--- config.mk ---
export PLATFORM = sky130hd
export DESIGN_NAME = maquina_controle
export DESIGN_NICKNAME = d
export VERILOG_FILES = /design/src/rtl/maquina_pkg.sv /design/src/rtl/maquina_controle_detector_tecla.sv /design/src/rtl/maquina_controle.sv
export SDC_FILE = /design/constraint.sdc
export NUM_CORES = 1
export LEC_CHECK = 0
export BUFFER_PORTS_ARGS = -buffer_cell sky130_fd_sc_hd__buf_2
export CAP_MARGIN = 20
export CELL_PAD_IN_SITES_DETAIL_PLACEMENT = 1
export CELL_PAD_IN_SITES_GLOBAL_PLACEMENT = 1
export CORE_MARGIN = 2
export CORE_UTILIZATION = 43
export DETAILED_ROUTE_END_ITERATION = 6
export PLACE_DENSITY_LB_ADDON = 0.1
export SYNTH_ARGS = -nofsm -noshare
export SYNTH_HDL_FRONTEND = slang
export SYNTH_SLANG_ARGS = --single-unit
--- constraint.sdc ---
create_clock -name clk -period 4 [get_ports clk]
set_clock_uncertainty 0.2 [all_clocks]
set_input_delay 0.4 -clock clk [delete_from_list [all_inputs] [get_ports clk]]
set_output_delay 0.4 -clock clk [all_outputs]
set_load 0.03 [all_outputs]
--- src/rtl/maquina_pkg.sv ---
// maquina_pkg: shared definitions for the vending-machine transaction sequencer.
//   - estado_t   : FSM state encoding (ESPERA..TROCO); codes 5..7 are unused.
//   - moeda_unidades(code) : coin code -> value in coin units (1 unit = R$0.25).
//   - preco(id)  : 16-entry price table, id = {d1,d2}, price = 2 + d1 + d2 units.
//   - *_DEF      : default parameter values for maquina_controle.
package maquina_pkg;

  localparam int CREDIT_W_DEF   = 6;
  localparam int TIMEOUT_DEF    = 1000;
  localparam int INIT_STOCK_DEF = 3;
  localparam int PRECO_W        = 4;   // max price is 2+3+3 = 8

  typedef enum logic [2:0] {
    ESPERA  = 3'd0,
    DIGITO2 = 3'd1,
    PAGA    = 3'd2,
    LIBERA  = 3'd3,
    TROCO   = 3'd4
  } estado_t;

  // Coin codes 0..3 are worth 1, 2, 4, 8 units.
  function automatic logic [3:0] moeda_unidades(input logic [1:0] code);
    return 4'd1 << code;
  endfunction

  // Product id is the two captured digits; the price grows with both digits.
  function automatic logic [PRECO_W-1:0] preco(input logic [3:0] id);
    return 4'd2 + {2'b00, id[3:2]} + {2'b00, id[1:0]};
  endfunction

endpackage

--- src/rtl/maquina_controle_detector_tecla.sv ---
// detector_tecla: keypad edge detector.
//   Registers the previous keypad value and flags a press only when the pad
//   was fully released in the previous cycle and exactly one key is down now.
//   Held keys and multi-key chords never produce a strobe.
// Ports:
//   clk, reset   : clock (rising edge), synchronous active-high reset
//   tecla [3:0]  : raw one-hot keypad
//   press        : one-cycle strobe for an accepted key
//   digito [1:0] : digit of the pressed key (key n -> n), valid with press
module detector_tecla (
  input  logic       clk,
  input  logic       reset,
  input  logic [3:0] tecla,
  output logic       press,
  output logic [1:0] digito
);

  logic [3:0] tecla_ant;

  always_ff @(posedge clk) begin
    if (reset) tecla_ant <= 4'd0;
    else       tecla_ant <= tecla;
  end

  assign press = (tecla_ant == 4'd0) && $onehot(tecla);

  // Only meaningful for one-hot input; picks the highest set bit otherwise.
  always_comb begin
    digito = 2'd0;
    for (int i = 0; i < 4; i++)
      if (tecla[i]) digito = 2'(i);
  end

endmodule

--- src/rtl/maquina_controle.sv ---
// maquina_controle: vending-machine transaction sequencer.
//   Captures a two-digit product code from the keypad, accumulates coins in
//   the credit register, pulses the dispenser, then returns any change.
//   An inactivity timer aborts abandoned transactions (refunding credit).
//
// Optional feature (macro ESTOQUE_EN): sixteen 2-bit stock counters, loaded
//   with INIT_STOCK on reset and decremented on each dispense; selecting an
//   empty product raises erro and returns to ESPERA. Without the macro stock
//   is unlimited.
//
// Ports:
//   clk, reset          : clock (rising edge), synchronous active-high reset
//   tecla [3:0]         : one-hot keypad, key n gives digit n
//   moeda_valida        : one-cycle coin strobe, moeda_valor: 0/1/2/3 = 1/2/4/8 units
//   cancela             : cancel button (level)
//   digito [1:0]        : digit expected next (1, 2, 0 = none)
//   produto [3:0]       : captured code {d1,d2}
//   credito             : current credit in coin units
//   libera              : one-cycle dispense pulse
//   troco_valido, troco : one-cycle change strobe and amount
//   moeda_rejeita       : one-cycle coin-returned pulse
//   erro                : one-cycle abort / empty-product pulse
//   estado [2:0]        : current FSM state code
module maquina_controle
  import maquina_pkg::*;
#(
  parameter int CREDIT_W       = CREDIT_W_DEF,
  parameter int TIMEOUT_CYCLES = TIMEOUT_DEF,
  parameter int INIT_STOCK     = INIT_STOCK_DEF
) (
  input  logic                clk,
  input  logic                reset,
  input  logic [3:0]          tecla,
  input  logic                moeda_valida,
  input  logic [1:0]          moeda_valor,
  input  logic                cancela,
  output logic [1:0]          digito,
  output logic [3:0]          produto,
  output logic [CREDIT_W-1:0] credito,
  output logic                libera,
  output logic                troco_valido,
  output logic [CREDIT_W-1:0] troco,
  output logic                moeda_rejeita,
  output logic                erro,
  output logic [2:0]          estado
);

  localparam int SOMA_W  = CREDIT_W + 1;
  localparam int TIMER_W = $clog2(TIMEOUT_CYCLES + 1);
  localparam logic [TIMER_W-1:0] TIMER_FIM = TIMER_W'(TIMEOUT_CYCLES - 1);

  estado_t              st;
  logic [1:0]           d1;
  logic [TIMER_W-1:0]   timer;
  logic                 press;
  logic [1:0]           dig;
  logic [SOMA_W-1:0]    soma;
  logic [SOMA_W-1:0]    preco_atual;
  logic [CREDIT_W-1:0]  resto;
  logic                 coin_ok;
  logic                 pago;
  logic                 timeout;
  logic                 sem_estoque;

  detector_tecla u_det (
    .clk    (clk),
    .reset  (reset),
    .tecla  (tecla),
    .press  (press),
    .digito (dig)
  );

  // One extra bit on the sum exposes credit overflow; an overflowing coin is
  // returned rather than wrapping the credit register.
  assign soma        = {1'b0, credito} + SOMA_W'(moeda_unidades(moeda_valor));
  assign preco_atual = SOMA_W'(preco(produto));
  assign resto       = credito - preco_atual[CREDIT_W-1:0];
  assign coin_ok     = moeda_valida && (st == PAGA) && !soma[CREDIT_W];
  assign pago        = coin_ok && (soma >= preco_atual);
  assign timeout     = (timer == TIMER_FIM);
  assign estado      = st;

`ifdef ESTOQUE_EN
  logic [1:0] estoque [16];
  // Checked against the digit being pressed now, before produto is latched.
  assign sem_estoque = (estoque[{d1, dig}] == 2'd0);
`else
  assign sem_estoque = 1'b0;
`endif

  always_ff @(posedge clk) begin
    if (reset) begin
      st            <= ESPERA;
      digito        <= 2'd1;
      produto       <= 4'd0;
      credito       <= '0;
      libera        <= 1'b0;
      troco_valido  <= 1'b0;
      troco         <= '0;
      moeda_rejeita <= 1'b0;
      erro          <= 1'b0;
      timer         <= '0;
      d1            <= 2'd0;
`ifdef ESTOQUE_EN
      for (int i = 0; i < 16; i++) estoque[i] <= 2'(INIT_STOCK);
`endif
    end else begin
      libera        <= 1'b0;
      troco_valido  <= 1'b0;
      erro          <= 1'b0;
      moeda_rejeita <= 1'b0;
      timer         <= timer + TIMER_W'(1);

      // Any coin not accepted into PAGA (wrong state or overflow) goes back.
      if (moeda_valida && !coin_ok) moeda_rejeita <= 1'b1;

      case (st)
        ESPERA: begin
          timer <= '0;
          if (press) begin
            d1     <= dig;
            st     <= DIGITO2;
            digito <= 2'd2;
          end
        end

        DIGITO2: begin
          if (press) begin
            timer   <= '0;
            produto <= {d1, dig};
            if (sem_estoque) begin
              erro   <= 1'b1;
              st     <= ESPERA;
              digito <= 2'd1;
            end else begin
              st     <= PAGA;
              digito <= 2'd0;
            end
          end else if (cancela) begin
            st     <= ESPERA;
            digito <= 2'd1;
          end else if (timeout) begin
            erro   <= 1'b1;
            st     <= ESPERA;
            digito <= 2'd1;
          end
        end

        PAGA: begin
          if (coin_ok) begin
            credito <= soma[CREDIT_W-1:0];
            timer   <= '0;
          end
          // Completed payment beats a simultaneous cancel; a coin arriving
          // with cancel is still credited and so lands in the refund.
          if (pago) begin
            st     <= LIBERA;
            libera <= 1'b1;
          end else if (cancela || (!coin_ok && timeout)) begin
            st           <= TROCO;
            troco_valido <= coin_ok ? (soma[CREDIT_W-1:0] != '0) : (credito != '0);
            troco        <= coin_ok ? soma[CREDIT_W-1:0] : credito;
            if (!cancela) erro <= 1'b1;
          end
        end

        LIBERA: begin
          // Change strobe is registered on the way into TROCO so it shows
          // two cycles after the final coin.
          credito      <= resto;
          troco_valido <= (resto != '0);
          troco        <= resto;
          st           <= TROCO;
`ifdef ESTOQUE_EN
          estoque[produto] <= estoque[produto] - 2'd1;
`endif
        end

        TROCO: begin
          credito <= '0;
          st      <= ESPERA;
          digito  <= 2'd1;
        end

        default: begin
          st     <= ESPERA;
          digito <= 2'd1;
        end
      endcase
    end
  end

endmodule

==> results of run 1 <==
==> kinds of logic after synthesis <==
group,count (synthesis),synth area share (%)
simple gates,113,21.6
compound gates,61,17.7
flops,41,32.4
buf+inv,26,4.29
fa+ha+maj,24,12.7
mux,15,6.81
xor+xnor,13,4.49
==> placed cells by master, fill, tap and decap left out, types with 8 or more instances in the layout <==
| cell | instances |
|---|---|
| nor2_1 | 46 |
| dfxtp_1 | 41 |
| buf_2 | 34 |
| ha_1 | 21 |
| nand2_1 | 16 |
| inv_1 | 15 |
| a21oi_1 | 15 |
| nor2b_1 | 10 |
| and3_1 | 10 |
| o21ai_0 | 9 |
| mux2i_1 | 9 |
| xnor2_1 | 8 |
| nand3_1 | 8 |
==> worst paths after layout <==
path                            cells after the start                    start                             to  slack (ns)
worst max-delay path                               13  produto[1]$_SDFFE_PP0P_        troco_valido$_SDFF_PP0_        0.64
worst min-delay path                                2                 tecla[0]  u_det.tecla_ant[0]$_SDFF_PP0_        0.15
worst max register to register                     13  produto[1]$_SDFFE_PP0P_        troco_valido$_SDFF_PP0_        0.64
worst min register to register                      2    troco[4]$_SDFFE_PP0P_          troco[4]$_SDFFE_PP0P_        0.26
==> power groups by stage <==
stage / Sequential [mW] / Clock (mW) / Combinational (mW)
6_report: 0.422 / 0.319 / 0.0837
5_1_grt: 0.424 / 0.349 / 0.0945
3_5_place_dp: 0.432 / 0 / 0.0839
2_1_floorplan: 0.436 / 0 / 0.0528
3_3_place_gp: 0.432 / 0 / 0.0820
4_1_cts: 0.422 / 0.331 / 0.0845
==> flip-flops by register name, summed over array words and instances (netlist names) <==
signal and cells:
libera 1, troco 6, produto 4, credito 6, moeda_rejeita 1, digito 2
estado 3, troco_valido 1, u_det.tecla_ant 4, timer 10, erro 1, d1 2
==> layer usage <==
| layer | track usage, % | vias to the layer above | routed length (µm) |
|---|---|---|---|
| met1 | 27.3 | 1053 | 2910 |
| met3 | 4.00 | 10 | 225 |
| met2 | 34.8 | 46 | 3020 |
| met4 | 5.25 | 0 | 89 |
| li1 | - | 1092 | - |
| met5 | 0 | - | 0 |
==> final cells by class <==
type	count	area, µm²	area share (%)
clock buffers	5	68.8	2.41
repair buffers	34	170	5.97
multi-input cells	226	1610	56.3
inverters	16	60.1	2.11
flip-flops and latches	41	821	28.8
clock inverters	2	35.0	1.23
well taps	72	90.1	3.16
==> through the flow <==
step	total power, mW	cell area (µm²)	setup slack, ns	instances
final	0.825	2850	0.644	396
after detailed placement	0.516	2750	0.542	389
after global placement	0.514	2750	0.619	389
after floorplan	0.489	2540	0.629	293
after global routing	0.867	2850	0.466	396
after CTS	0.837	2850	0.617	396
==> impl_metrics.ini, run 1 <==
[sta]
hold_violations = 0
finalSetupViolCount = 0
fin_crit_sh_pct = 83.9
slew_headroom_pct = 52.1
tightest_slew_ns = 0.713
tns_ns = 0
whs_ns = 0.147
min_period_ns = 3.36
grt_setup_unrepaired = no
fmax_mhz = 298
final_max_slew_viol_count = 0

[route]
vias = 2201
ant_nets = 0
firstDrtPassIters = 4
post-route-drc-count = 0
drtIter0Drc = 98
wl_mm = 6.25
routed_via_density = 5.56
routedWlPerCell_um = 15.8

[power]
clkPwrFrac_pct = 38.7
internal_power_mw = 0.628
comb_power_share_pct = 10.1
switchingPower_mw = 0.198
ir_drop_uv = 242
power.share.sequential_pct = 51.2
leakage_nw = 1.33
swShare_pct = 24.0
power.density_nw_per_um2 = 289

[setup_path]
worstPathArrival_ns = 3.34
crit_slowest_cell = or4b_1
crit_path_max_incr_delay_ns = 0.46
crit_type = reg2reg
crit_buf_inv = 3
critPathLaunchType = register
worstPathRequired_ns = 3.99
crit_family = adder cells
crit_chain = inv_1 > ha_1 > inv_1 > ha_1 > ha_1 > inv_1 > ha_1 > nor2b_1 > o21a_1 > o21ai_0 > or4b_1 > a211o_1 > a32o_1
crit_top_cell = ha_1
crit_fanout = 4
endpoint_kind = register

[synthesis]
ys_async_sr_fraction_pct = 0
yosys-top-cells-area = dfxtp_1 32%, ha_1 10%, nor2_1 6.8%
synth.cell_area_um2 = 2540
yosysSeqAreaShare_pct = 32.4
yosys_warnings = 0
yosysMostFrequentCell = nor2_1
ys.flop_type = dfxtp_1
ys_ff_latch = 41
yosys.area.top_type = dfxtp_1
synthCells = 293
netlist-cell-type-count = 50
synth.top_cell.area_share_pct = 32.4
avgSynthCellArea_um2 = 8.66
synth_edf_count = 0
ys_top_cells_by_count = 46 x nor2_1, 41 x dfxtp_1, 21 x ha_1
synth_nets = 327

[floorplanning]
ioPinCount = 35
die_h_um = 80.8
rows = 27
start_util_pct = 45.2
core_area_um2 = 5610
die_w_um = 80.8
die_area_um2 = 6530

[global_route]
grt_pass1_wl_mm = 10.6
grt_max_degree = 31
grt_overflow = 0
antenna_found_initial = 0
grt_pass1_vias = 2204
track_usage_pct = 20.7

[cts]
cts_resized = 0
numCtsBuffers = 5
ctsHoldBuffers = 0
insertion_delay_ns = 0.29
cts_tree = built
clock_sinks = 41
root_buffer = clkbuf_8
htreeDepth = 2
clk_pin_slew_ns = 0.08
postCtsSetupRepairBufs = 0
clock_path_buffers = 2

[placement]
gp_congestion = 0.849
hpwl_mm = 4.81
port_buffers = 34

[finish]
syn_to_final_growth_pct = 12.4
fin_util_pct = 50.8
nFillCells = 728
antenna_cells = 0
drive_gt1_share_pct = 16.4
nNetsFinal = 358

[run_status]
status = finished clean

[job]
cap_violations = 0

[min_path]
hold_path_class = in2reg
Note: power is estimated with default switching activity, not from simulation.
==> run 2, diff against run 1 <==
Settings changed: ABC_AREA set to 1, CORE_UTILIZATION 43 to 41.
Clock period 4 ns to 3.4 ns, I/O delays scaled along.
==> impl_metrics.ini, run 2 <==
[sta]
finalSetupViolCount = 0
grt_setup_unrepaired = no
slew_headroom_pct = 59.9
final_max_slew_viol_count = 0
min_period_ns = 3.07
hold_violations = 0
fin_crit_sh_pct = 90.2
fmax_mhz = 326
whs_ns = 0.0565
tns_ns = 0
tightest_slew_ns = 0.601
setup_ws_ns = 0.332

[setup_path]
r2r_start = credito[0]$_SDFFE_PP0P_
crit_fanout = 8
critPathLaunchType = register
endpoint_kind = register
rrSetupSlack_ns = 0.33
crit_type = reg2reg
worstPathRequired_ns = 3.44
rr_endpoint = troco_valido$_SDFF_PP0_
worstPathArrival_ns = 3.11
reg2regPathDepth = 14

[global_route]
busiest_layer = met2
antenna_found_initial = 0
grt_pass1_wl_mm = 11.2
met1_usage_pct = 26.6
grt_max_degree = 19
use_met2_pct = 32.8
met3_usage_pct = 3.48
track_usage_pct = 19.7
grt_pass1_vias = 2429
grt_overflow = 0

[synthesis]
synth.cell_area_um2 = 2570
synth_edf_count = 0
synth_compound_area_share_pct = 11.0
synth.mux.area_fraction_pct = 0
synth_nets = 405
synth-xor-area-share_pct = 1.36
ys_ff_latch = 41
ys_top_cells_by_count = 76 x nand2_1, 61 x inv_1, 45 x nor2_1
yosysMostFrequentCell = nand2_1
yosysSeqAreaShare_pct = 32.0
synth.top_cell.area_share_pct = 32.0
ys_async_sr_fraction_pct = 0
synth_top_family_by_area = simple AND/OR/NAND/NOR gates
netlist-cell-type-count = 35
yosys.area.top_type = dfxtp_1
avgSynthCellArea_um2 = 6.92
ys.flop_type = dfxtp_1
synthCells = 371
yosys_warnings = 0
yosys-top-cells-area = dfxtp_1 32%, nand2_1 11%, ha_1 10%
synth-simple-area-share_pct = 32.0
synth_fa_ha_area_share_pct = 12.6

[finish]
top_register = timer
drive_gt1_share_pct = 15.9
top_regs = timer (10), credito (6), troco (6)
syn_to_final_growth_pct = 12.6
nFillCells = 808
nNetsFinal = 441
antenna_cells = 0
stdcell_count = 483
largest_reg_flops = 10
mostFrequentLayoutCell = nand2_1
final_cell_mix = 76 x nand2_1, 61 x inv_1, 45 x nor2_1

[route]
wl_mm = 6.71
vias = 2408
routed_via_density = 4.99
post-route-drc-count = 0
firstDrtPassIters = 4
drtIter0Drc = 66
routedWlPerCell_um = 13.9
ant_nets = 0

[cts]
postCtsSetupRepairBufs = 0
ctsHoldBuffers = 0
htreeDepth = 2
cts_resized = 0
root_buffer = clkbuf_8
clock_sinks = 41
cts_tree = built
clk_pin_slew_ns = 0.08
insertion_delay_ns = 0.30
clock_path_buffers = 2
numCtsBuffers = 5

[run_status]
status = finished clean

[job]
cap_violations = 0

[min_path]
whs_path_depth = 3
hold_path_class = in2reg
hp-start = tecla[0]
holdPathEnd = u_det.tecla_ant[0]$_SDFF_PP0_

[floorplanning]
die_area_um2 = 6910
core_area_um2 = 5990
ioPinCount = 35
die_h_um = 83.2
die_w_um = 83.2
rows = 28
start_util_pct = 42.9

[placement]
port_buffers = 34
hpwl_mm = 5.47
gp_congestion = 0.826
dp_cells = 475
post-place-ws_ns = 0.274

[power]
leakage_nw = 1.53
ir_drop_uv = 183
power.density_nw_per_um2 = 339
-- run 2: cell count changes in the layout (fill, tap and decap cells not counted), moves of 5 or more --
cell and delta:
nand2_1 +60, inv_1 +46, nand3_1 +21, a21oi_1 +10, and3_1 -10, nor2b_1 -10, mux2i_1 -9, o21ai_0 +7
xnor2_1 -7, nand2_2 +6, nand4_1 +5
-- run 2: critical path, cell delays in order (launching register included) --
cell and delay, ns:
dfxtp_1 0.36, ha_1 0.26, fa_1 0.44, xor2_1 0.30
ha_1 0.29, nand2_1 0.07, nand2_1 0.06, nand2_1 0.06
nand2_1 0.06, o21ai_2 0.35, buf_4 0.22, nand2_4 0.05
nor2_1 0.14, nor2_1 0.06, nor2_1 0.09
-- run 2: power by group --
group	total, mW	internal (mW)	switching (mW)	leakage [nW]
combinational	0.133	0.0441	0.0890	1.15
sequential	0.500	0.493	0.00772	0.332
clock	0.346	0.165	0.181	0.0512
total	0.979	0.701	0.278	1.53
-- run 2: how the worst max path moves through the flow --
| stage | to | slack, ns | from |
|---|---|---|---|
| floorplan | troco_valido$_SDFF_PP0_ | 0.63 | produto[3]$_SDFFE_PP0P_ |
| global placement | troco_valido$_SDFF_PP0_ | 0.22 | moeda_valor[1] |
| detailed placement | troco_valido$_SDFF_PP0_ | 0.27 | moeda_valor[1] |
| CTS | troco_valido$_SDFF_PP0_ | 0.36 | credito[0]$_SDFFE_PP0P_ |
| global route | troco_valido$_SDFF_PP0_ | 0.19 | credito[0]$_SDFFE_PP0P_ |
| finish | troco_valido$_SDFF_PP0_ | 0.33 | credito[0]$_SDFFE_PP0P_ |
-- run 2: kinds of logic after synthesis --
kind of cell             after synthesis
XOR/XNOR                               4
AO/OA/AOI/OAI                         51
buffers and inverters                 70
adder cells (fa/ha/maj)               24
flip-flops                            41
AND/OR/NAND/NOR                      181
-- run 2: routing by layer --
layer,up-vias,share of wire [%],routed length [µm]
met1,1116,49,3320
met5,-,0,0
li1,1253,-,-
met3,5,2.8,185
met4,0,0.85,57
met2,34,47,3150
-- run 2: metrics by stage --
stage	utilization [%]	total power [mW]	area [µm²]
floorplan	-	0.607	2570
global placement	46.7	0.642	2800
detailed placement	46.7	0.645	2800
CTS	48.3	0.991	2890
global route	48.3	1.03	2890
finish	48.3	0.979	2890
-- run 2: cell type report --
type / count / area, µm² / area share, %
Tap cell: 75 / 93.8 / 3.25
Sequential cell: 41 / 821 / 28.4
Clock buffer: 6 / 82.6 / 2.86
Timing Repair Buffer: 35 / 178 / 6.14
Clock inverter: 2 / 13.8 / 0.476
Inverter: 64 / 240 / 8.31
Multi-Input combinational cell: 260 / 1460 / 50.6
==> run 3, diff against run 2 <==
Settings changed: SETUP_SLACK_MARGIN set to 0.4.
==> impl_metrics.ini, run 3 (synthesized netlist as in run 2, its figures left out) <==
[run_status]
status = finished clean

[placement]
port_buffers = 34
dp_cells = 475
hpwl_mm = 5.47
gp_congestion = 0.826

[setup_path]
rr_endpoint = troco_valido$_SDFF_PP0_
crit_top_cell = nand2_1
reg2regPathDepth = 15
endpoint_kind = register
worstPathRequired_ns = 3.44
worstPathArrival_ns = 2.92
crit_buf_inv = 1
crit_fanout = 7
critPathLaunchType = register
crit_type = reg2reg
crit_chain = ha_1 > fa_2 > ha_1 > nand2_1 > nand2_1 > nand2_1 > nand2_1 > nand2_1 > nand2_1 > o21ai_4 > buf_4 > nand2_4 > nor2_1 > nor2_1 > nor2_1
r2r_start = credito[0]$_SDFFE_PP0P_
rrSetupSlack_ns = 0.52
crit_family = adder cells
worst-path-stages = 15
crit_slowest_cell = fa_2
crit_path_max_incr_delay_ns = 0.61

[floorplanning]
die_w_um = 83.2
die_area_um2 = 6910
ioPinCount = 35
start_util_pct = 42.9
die_h_um = 83.2
core_area_um2 = 5990
rows = 28

[finish]
fin_util_pct = 49.0
top_register = timer
nNetsFinal = 443
stdcell_count = 485
final_cell_mix = 76 x nand2_1, 61 x inv_1, 45 x nor2_1
top_regs = timer (10), credito (6), troco (6)
antenna_cells = 0
drive_gt1_share_pct = 17.3
largest_reg_flops = 10
syn_to_final_growth_pct = 14.4
mostFrequentLayoutCell = nand2_1

[route]
wl_mm = 6.73
routed_via_density = 5.01
firstDrtPassIters = 4
ant_nets = 0
drtIter0Drc = 65
vias = 2428
routedWlPerCell_um = 13.9
post-route-drc-count = 0

[global_route]
busiest_layer = met2
grt_pass1_wl_mm = 11.2
grt_pass1_vias = 2429
grt_overflow = 0
grt_max_degree = 19
met1_usage_pct = 26.6
use_met2_pct = 32.8
met3_usage_pct = 3.48
antenna_found_initial = 0
track_usage_pct = 19.7

[sta]
fmax_mhz = 348
final_max_slew_viol_count = 0
hold_violations = 0
finalSetupViolCount = 0
grt_setup_unrepaired = no
min_period_ns = 2.88
fin_crit_sh_pct = 84.6
whs_ns = 0.0571
tns_ns = 0
slew_headroom_pct = 59.8
tightest_slew_ns = 0.603

[cts]
ctsHoldBuffers = 0
root_buffer = clkbuf_8
clock_path_buffers = 2
clock_sinks = 41
numCtsBuffers = 5
htreeDepth = 2
cts_tree = built
clk_pin_slew_ns = 0.08
insertion_delay_ns = 0.30

[job]
cap_violations = 0

[min_path]
hold_path_class = in2reg
whs_path_depth = 3
holdPathEnd = u_det.tecla_ant[0]$_SDFF_PP0_
hp-start = tecla[0]

[power]
power_mw = 0.981
ir_drop_uv = 183
power.density_nw_per_um2 = 334
leakage_nw = 1.54
## run 3: area by class of cell
type,instances,area (µm²)
fillers,809,3050
multi-input cells,260,1490
flip-flops and latches,41,822
inverters,64,240
repair buffers,37,193
well taps,75,93.8
clock buffers,6,82.6
clock inverters,2,13.8
## run 3: per-stage QoR
step           area (µm²)  setup WS [ns]
6_report             2940          0.525
5_1_grt              2940          0.407
4_1_cts              2900          0.429
3_5_place_dp         2800          0.274
3_3_place_gp         2800          0.218
2_1_floorplan        2570          0.631
## run 3: worst max-delay path by stage
stage                            start                      end  slack (ns)
6_report       credito[0]$_SDFFE_PP0P_  troco_valido$_SDFF_PP0_        0.52
5_1_grt        credito[0]$_SDFFE_PP0P_  troco_valido$_SDFF_PP0_        0.41
4_1_cts        credito[0]$_SDFFE_PP0P_  troco_valido$_SDFF_PP0_        0.43
3_5_place_dp            moeda_valor[1]  troco_valido$_SDFF_PP0_        0.27
3_3_place_gp            moeda_valor[1]  troco_valido$_SDFF_PP0_        0.22
2_1_floorplan  produto[3]$_SDFFE_PP0P_  troco_valido$_SDFF_PP0_        0.63
## run 3: where the power goes
part	switching (mW)	internal, mW	total (mW)	leakage, nW
logic	0.0902	0.0452	0.135	1.16
registers	0.00774	0.493	0.500	0.333
clock network	0.181	0.165	0.346	0.0512
total	0.279	0.703	0.981	1.54
## run 3: tightest hold or removal path: stages
cell and delay (ns):
buf_2 0.11, inv_1 0.04, nor2_1 0.03
## run 3: per-layer routing
metal,share of wire [%],vias to the layer above
met5,0,-
li1,-,1258
met1,49,1136
met2,47,29
met4,0.85,0
met3,2.5,5
## run 3: what timing repair did
action	4_1_cts	5_1_grt
resized for setup	1	4
pin swaps	0	1
buffers inserted	0	2
endpoints found under the setup margin	1	8
